===== config.mk =====
export PLATFORM = sky130hd
export DESIGN_NAME = full_adder_flat
export DESIGN_NICKNAME = d
export VERILOG_FILES = /design/src/rtl/full_adder_pkg.sv /design/src/rtl/full_adder_if.sv /design/src/rtl/full_adder_core.sv /design/src/rtl/full_adder.sv /design/src/flat_wrapper.sv
export SDC_FILE = /design/constraint.sdc
export NUM_CORES = 1
export LEC_CHECK = 0
export BUFFER_PORTS_ARGS = -buffer_cell sky130_fd_sc_hd__buf_2
export CAP_MARGIN = 15
export CORE_MARGIN = 4
export CORE_UTILIZATION = 40
export CTS_CLUSTER_DIAMETER = 150
export DETAILED_ROUTE_END_ITERATION = 8
export MAX_ROUTING_LAYER = met4
export PLACE_DENSITY_LB_ADDON = 0.25
export REMOVE_ABC_BUFFERS = 1
export SYNTH_ARGS = -nofsm -noshare
export SYNTH_HDL_FRONTEND = slang
export SYNTH_HIERARCHICAL = 1
export SYNTH_SLANG_ARGS = --single-unit

===== constraint.sdc =====
create_clock -name clk -period 2.75 [get_ports clk]
set_input_delay 0.275 -clock clk [delete_from_list [all_inputs] [get_ports clk]]
set_output_delay 0.275 -clock clk [all_outputs]
set_load 0.01 [all_outputs]

===== src/rtl/full_adder_pkg.sv =====
// Shared types and truth table for the triple-redundant full adder.
// fa_res_t carries one {co,s} result; FA_TRUTH is indexed by {ci,a,b}.
package fa_pkg;

   typedef struct packed {
      logic co;
      logic s;
   } fa_res_t;

   // Entries are {co,s} for index {ci,a,b} = 0..7.
   localparam fa_res_t FA_TRUTH [8] = '{
      2'b00, 2'b01, 2'b01, 2'b10,
      2'b01, 2'b10, 2'b10, 2'b11
   };

endpackage


===== src/rtl/full_adder_if.sv =====
// Operand and result bundle between the full adder and its user.
// master drives a/b/ci and reads results; slave is the adder side.
interface full_adder_if #(
   parameter int CNT_W = 8
);

   logic             a;
   logic             b;
   logic             ci;
   logic             s1;
   logic             co1;
   logic             s2;
   logic             co2;
   logic             s3;
   logic             co3;
   logic             mismatch;
   logic             err_sticky;
   logic [CNT_W-1:0] mm_count;

   modport master (
      output a, b, ci,
      input  s1, co1, s2, co2, s3, co3,
      input  mismatch, err_sticky, mm_count
   );

   modport slave (
      input  a, b, ci,
      output s1, co1, s2, co2, s3, co3,
      output mismatch, err_sticky, mm_count
   );

endinterface


===== src/rtl/full_adder_core.sv =====
// Combinational core: the same full adder written three ways.
// Ports: a, b, ci in; r1 (dataflow), r2 (behavioral), r3 (case) out.
module fa_core
   import fa_pkg::*;
(
   input  logic    a,
   input  logic    b,
   input  logic    ci,
   output fa_res_t r1,
   output fa_res_t r2,
   output fa_res_t r3
);

   logic [1:0] sum2;
   logic       cs_co;
   logic       cs_s;

   assign r1 = '{
      co: (a & b) | (a & ci) | (b & ci),
      s:  a ^ b ^ ci
   };

   // Operands widened first so the carry survives the add.
   always_comb begin
      sum2 = {1'b0, a} + {1'b0, b} + {1'b0, ci};
   end

   assign r2 = '{co: sum2[1], s: sum2[0]};

   always_comb begin
      {cs_co, cs_s} = 2'b00;
      case ({ci, a, b})
         3'b000:  {cs_co, cs_s} = FA_TRUTH[0];
         3'b001:  {cs_co, cs_s} = FA_TRUTH[1];
         3'b010:  {cs_co, cs_s} = FA_TRUTH[2];
         3'b011:  {cs_co, cs_s} = FA_TRUTH[3];
         3'b100:  {cs_co, cs_s} = FA_TRUTH[4];
         3'b101:  {cs_co, cs_s} = FA_TRUTH[5];
         3'b110:  {cs_co, cs_s} = FA_TRUTH[6];
         3'b111:  {cs_co, cs_s} = FA_TRUTH[7];
         default: {cs_co, cs_s} = 2'b00;
      endcase
   end

   assign r3 = '{co: cs_co, s: cs_s};

endmodule


===== src/rtl/full_adder.sv =====
// Registered triple-redundant full adder with cross-check and error count.
// Ports: clk, rst (sync, active-high), bus (full_adder_if.slave).
module full_adder
   import fa_pkg::*;
#(
   parameter int CNT_W = 8
) (
   input  logic         clk,
   input  logic         rst,
   full_adder_if.slave  bus
);

   fa_res_t          r1;
   fa_res_t          r2;
   fa_res_t          r3;
   fa_res_t          q1;
   fa_res_t          q2;
   fa_res_t          q3;
   logic             mm_next;
   logic             mm_q;
   logic             err_q;
   logic [CNT_W-1:0] cnt_q;

   fa_core u_core (
      .a  (bus.a),
      .b  (bus.b),
      .ci (bus.ci),
      .r1 (r1),
      .r2 (r2),
      .r3 (r3)
   );

   always_comb begin
      mm_next = !((r1 == r2) && (r1 == r3));
   end

   always_ff @(posedge clk) begin
      if (rst) begin
         q1    <= '0;
         q2    <= '0;
         q3    <= '0;
         mm_q  <= 1'b0;
         err_q <= 1'b0;
         cnt_q <= '0;
      end else begin
         q1    <= r1;
         q2    <= r2;
         q3    <= r3;
         mm_q  <= mm_next;
         err_q <= err_q | mm_next;
         // Saturate at all-ones.
         if (mm_next && (cnt_q != '1))
            cnt_q <= cnt_q + 1'b1;
      end
   end

   assign bus.s1         = q1.s;
   assign bus.co1        = q1.co;
   assign bus.s2         = q2.s;
   assign bus.co2        = q2.co;
   assign bus.s3         = q3.s;
   assign bus.co3        = q3.co;
   assign bus.mismatch   = mm_q;
   assign bus.err_sticky = err_q;
   assign bus.mm_count   = cnt_q;

endmodule


===== src/flat_wrapper.sv =====
// flat-port wrapper written by rule: the top's interface ports become plain ports
module full_adder_flat import fa_pkg::*;
#(
   parameter int CNT_W = 8
)
  (clk, rst, bus_a, bus_b, bus_ci, bus_s1, bus_co1, bus_s2, bus_co2, bus_s3, bus_co3, bus_mismatch, bus_err_sticky, bus_mm_count);
  full_adder_if #(.CNT_W(CNT_W)) bus_i ();
  input  logic clk;
  input  logic rst;
  input wire logic [$bits(bus_i.a)-1:0] bus_a;
  input wire logic [$bits(bus_i.b)-1:0] bus_b;
  input wire logic [$bits(bus_i.ci)-1:0] bus_ci;
  output wire logic [$bits(bus_i.s1)-1:0] bus_s1;
  output wire logic [$bits(bus_i.co1)-1:0] bus_co1;
  output wire logic [$bits(bus_i.s2)-1:0] bus_s2;
  output wire logic [$bits(bus_i.co2)-1:0] bus_co2;
  output wire logic [$bits(bus_i.s3)-1:0] bus_s3;
  output wire logic [$bits(bus_i.co3)-1:0] bus_co3;
  output wire logic [$bits(bus_i.mismatch)-1:0] bus_mismatch;
  output wire logic [$bits(bus_i.err_sticky)-1:0] bus_err_sticky;
  output wire logic [$bits(bus_i.mm_count)-1:0] bus_mm_count;
  assign bus_i.a = bus_a;
  assign bus_i.b = bus_b;
  assign bus_i.ci = bus_ci;
  assign bus_s1 = bus_i.s1;
  assign bus_co1 = bus_i.co1;
  assign bus_s2 = bus_i.s2;
  assign bus_co2 = bus_i.co2;
  assign bus_s3 = bus_i.s3;
  assign bus_co3 = bus_i.co3;
  assign bus_mismatch = bus_i.mismatch;
  assign bus_err_sticky = bus_i.err_sticky;
  assign bus_mm_count = bus_i.mm_count;
  full_adder #(.CNT_W(CNT_W)) u_core (.clk(clk), .rst(rst), .bus(bus_i));
endmodule

Word level (Yosys, flattened, before mapping)
Memory sizes are Yosys's and may differ from the RTL's.
Index checks and enable logic that the tools add are counted.
{ "totals": {"ff_bits": 16, "wordCells": 27, "memories": 1, "romBits": 16, "input_bits": 5} }
{ "classes": {"n_addsub": 3, "n_reduce_logical": 3, "n_bitwise": 8, "eq_ne": 3} }
{ "memory_table": {"columns": ["name", "depth", "word_bits", "rd", "rd_ports_with_merged_regs", "write_ports", "line", "rtl"], "rows": [
  ["(no name shown)", 8, 2, 1, 0, 0, "full_adder_core.sv:32", "case ({ci, a, b})"]
]} }
{ "ops": {"columns": ["cell", "count"], "rows": [
  ["$add A8 B1 Y8 const B", 1],
  ["$ne A8 B8 Y1 const B", 1],
  ["$eq A2 B2 Y1", 2],
  ["$and A1 B1 Y1", 3],
  ["$or A1 B1 Y1", 3],
  ["$add A1 B1 Y2", 1],
  ["$add A2 B1 Y2", 1],
  ["$logic_and A1 B1 Y1", 2],
  ["$xor A1 B1 Y1", 2],
  ["$logic_not A1 Y1", 1]
]} }

Longest topological paths before layout
{ "logic_depth": {"depth_word": 7, "depth_mapped": 8, "ltp_nobuf": 7} }

Hierarchy
Netlist, hierarchy kept.
{ "by_module_without_submodules": {"columns": ["mod", "instances", "cells_per_inst", "area_per_inst_um2"], "rows": [
  ["full_adder", 1, 69, 683.2],
  ["fa_core", 1, 10, 90.1]
]} }

Least setup slack after synthesis
OpenSTA, ideal clock, no wires.
{ "synth_path": {"path_kind": "input to register", "from": "in bus_a", "to": "reg u_core.cnt_q[5] (netlist: u_core/bus.mm_count[5])", "arrival_time_ns": 1.955, "t_required_ns": 2.627, "path_stages": 6, "setup_ns": 0.123, "path_slack_ns": 0.672, "cell_sequence": "fa_1 -> buf_4 -> or3_4 -> a22oi_4 -> nor4_2 -> mux2_1"} }
{ "synth_lines": {"columns": ["item", "line", "rtl"], "rows": [
  ["from (decl)", "flat_wrapper.sv:10", "input wire logic [$bits(bus_i.a)-1:0] bus_a;"],
  ["to (signal assigned)", "full_adder.sv:53", "cnt_q <= cnt_q + 1'b1;"],
  ["to (decl)", "full_adder.sv:22", "logic [CNT_W-1:0] cnt_q;"]
]} }

==> impl_metrics.yaml <==
floorplanning:
  die-area_um2: 2700
  start_util: 0.434
  core_um2: 1780
  num_rows: 15
  ios: 21
  die_y_um: 52.0
  die_x_um: 52.0
power_and_ir_drop:
  ir_drop_uv: 319
  p_per_area_nw_per_um2: 537
  total_power_w: 0.000489
  p_leak_nw: 0.409
timing:
  finalSetupTns_ns: 0
  worst_slew_pin_slew_ns: 0.444
  setup_viol_count_final: 0
  period_minus_slack_ns: 2.06
  slew-limit-headroom: 0.704
  period_share: 0.747
  finalHoldViolCount: 0
  finClkSkew_ns: 0.00664
  rsz0062_at_grt: "false"
  fmax_mhz: 486
  final-max-slew-violation-count: 0
critical_path:
  r2r_cells: 5
  crit_chain: "buf_2, fa_1, or3_4, a22oi_4, nor4_2, mux2_1"
  cp_slowest_cell: "fa_1"
  startpoint_type: "input pin"
  cp-end-kind: "flip-flop"
  r2r_end: "u_core/bus.mm_count[5]"
  r2r_slack_ns: 1.08
  cp_num_buf_inv: 1
  criticalPathCategory: "input pin to flip-flop"
  cp.depth: 6
  cp.required_ns: 2.93
  path_max_fanout: 16
  crit_end: "u_core/bus.mm_count[5]"
  crit_start: "bus_a"
  slowest_delay_ns: 0.55
  reg2reg_from: "u_core/bus.mm_count[0]"
  worstPathArrival_ns: 2.23
  crit_family: "adder cells"
worst_hold_path:
  worst_hold_path_type: "input pin to flip-flop"
synth:
  yosysUniqueCellTypes: 30
  syn_inst: 79
  synth_top_cell_by_area: "dfxtp_1"
  yosysTopAreaCellShare: 0.414
  ys_warn_count: 6
  netlist_area_um2: 773
  yosys-top-cells-count: "dfxtp_1, inv_1, nor2b_1"
  async_flop_share: 0
  ys_ff_latch: 16
  syn-mean-instance-area_um2: 9.79
  synth_edf_count: 0
  ys_seq_area_frac: 0.414
  ys.flop_type: "dfxtp_1"
  synth.most_common_cell: "dfxtp_1"
  synth_area_leaders: "dfxtp_1, nor2b_1, ha_1, inv_1, nand3_1"
clocking:
  postCtsHoldBufs: 0
  clk_latency_ns: 0.28
  h-tree-depth: 1
  clock_sinks: 16
  cts_buffers: 3
  cts_resized: 0
  clkTransAtPathRegs_ns: 0.10
  post-cts-setup-buffers: 0
  cts_tree: "yes"
  clk_path_buf_depth: 2
  cts-root-buf: "clkbuf_4"
route:
  first_pass_iters: 4
  drc_errors: 0
  routed_via_density: 4.98
  via_count: 617
  drt_iter0_drc: 18
  ant_nets: 0
  routedWlPerCell_um: 10.8
  wirelength_um: 1340
placement:
  io_buffers: 20
  dpl.hpwl_um: 980
  gp_congestion: 0.776
  place_area_um2: 875
grt:
  grt_max_degree: 17
  grt_antenna_before_repair: 0
  grtUsageTotal: 0.111
  grt_pass1_wl_um: 2240
  grt_overflow: 0
  first_global_vias: 518
cells_and_area:
  final_area_um2: 911
  n_antenna_cell: 0
  fin_nets: 109
  synthToLayoutAreaGrowth_pct: 17.8
  fillers: 179
  drive_above_1_share: 0.303
job:
  maxCapViolations: 0
outcome:
  status: "complete, no violations"
[through the flow]
step                 util  hold slack [ns]  cells  setup WS [ns]
floorplan               -            0.344     75          0.648
global placement    0.491            0.437    120          0.441
detailed placement  0.491            0.437    120          0.414
CTS                 0.511            0.329    124          0.710
global route        0.511            0.344    124          0.612
finish              0.511            0.338    124          0.694
[per-layer routing]
layer / wire length (µm) / up-vias / track usage / part of all wire
met5: 0 / - / - / 0
met1: 676 / 284 / 0.168 / 0.51
met3: 82 / 2 / 0.0258 / 0.061
li1: - / 315 / - / -
met4: 12 / 0 / 0.0262 / 0.0090
met2: 563 / 16 / 0.146 / 0.42
[placed cells by master (no fill, tap or decap), drive strengths merged, types with 2 or more instances in the layout]
master	netlist	final
nor2	3	3
nor2b	7	7
dfxtp	16	16
mux2i	2	2
inv	7	7
or4	3	3
or3	4	4
nand2	6	6
ha	3	3
buf	3	20
a21oi	4	4
o31ai	2	2
nor3	2	2
nand3	5	5
clkbuf	1	4
[cell families (layout without fill, tap and decap cells)]
logic type                 after synthesis  in the layout  share of synthesized area
AOI/OAI and AO/OA                       13             13                      0.139
xor gates and xnor gates                 1              1                     0.0113
adders and majority gates                4              4                     0.0744
buffers and inverters                   11             31                     0.0728
DFF                                     16             16                      0.414
muxes                                    3              3                     0.0405
and+or+nand+nor                         31             31                      0.248
[worst min-delay path by stage]
stage	start	end	cells past startpoint
finish	rst	u_core/bus.s1	2
global placement	u_core/bus.err_sticky	u_core/bus.err_sticky	2
detailed placement	u_core/bus.err_sticky	u_core/bus.err_sticky	2
CTS	rst	u_core/bus.s2	2
floorplan	rst	u_core/bus.err_sticky	1
global route	rst	u_core/bus.co2	2
[power breakdown]
| part | internal, W | switching (W) |
|---|---|---|
| sequential | 0.000248 | 0.00000920 |
| combinational | 0.0000358 | 0.0000446 |
| clock | 0.0000804 | 0.0000718 |
| total | 0.000364 | 0.000126 |
[area by class of cell]
type	count	area, µm²	area share
flip-flops and latches	16	320	0.352
well taps	25	31.3	0.0343
repair buffers	20	100	0.110
inverters	7	26.3	0.0288
multi-input cells	52	397	0.435
clock buffers	4	36.3	0.0398
[state kept, by name, indices dropped and copies added (netlist names)]
| register | flops |
|---|---|
| u_core/bus.co1 | 1 |
| u_core/bus.co2 | 1 |
| u_core/bus.co3 | 1 |
| u_core/bus.err_sticky | 1 |
| u_core/bus.mismatch | 1 |
| u_core/bus.mm_count | 8 |
| u_core/bus.s1 | 1 |
| u_core/bus.s2 | 1 |
| u_core/bus.s3 | 1 |
Power figures use the tool's default switching activity.
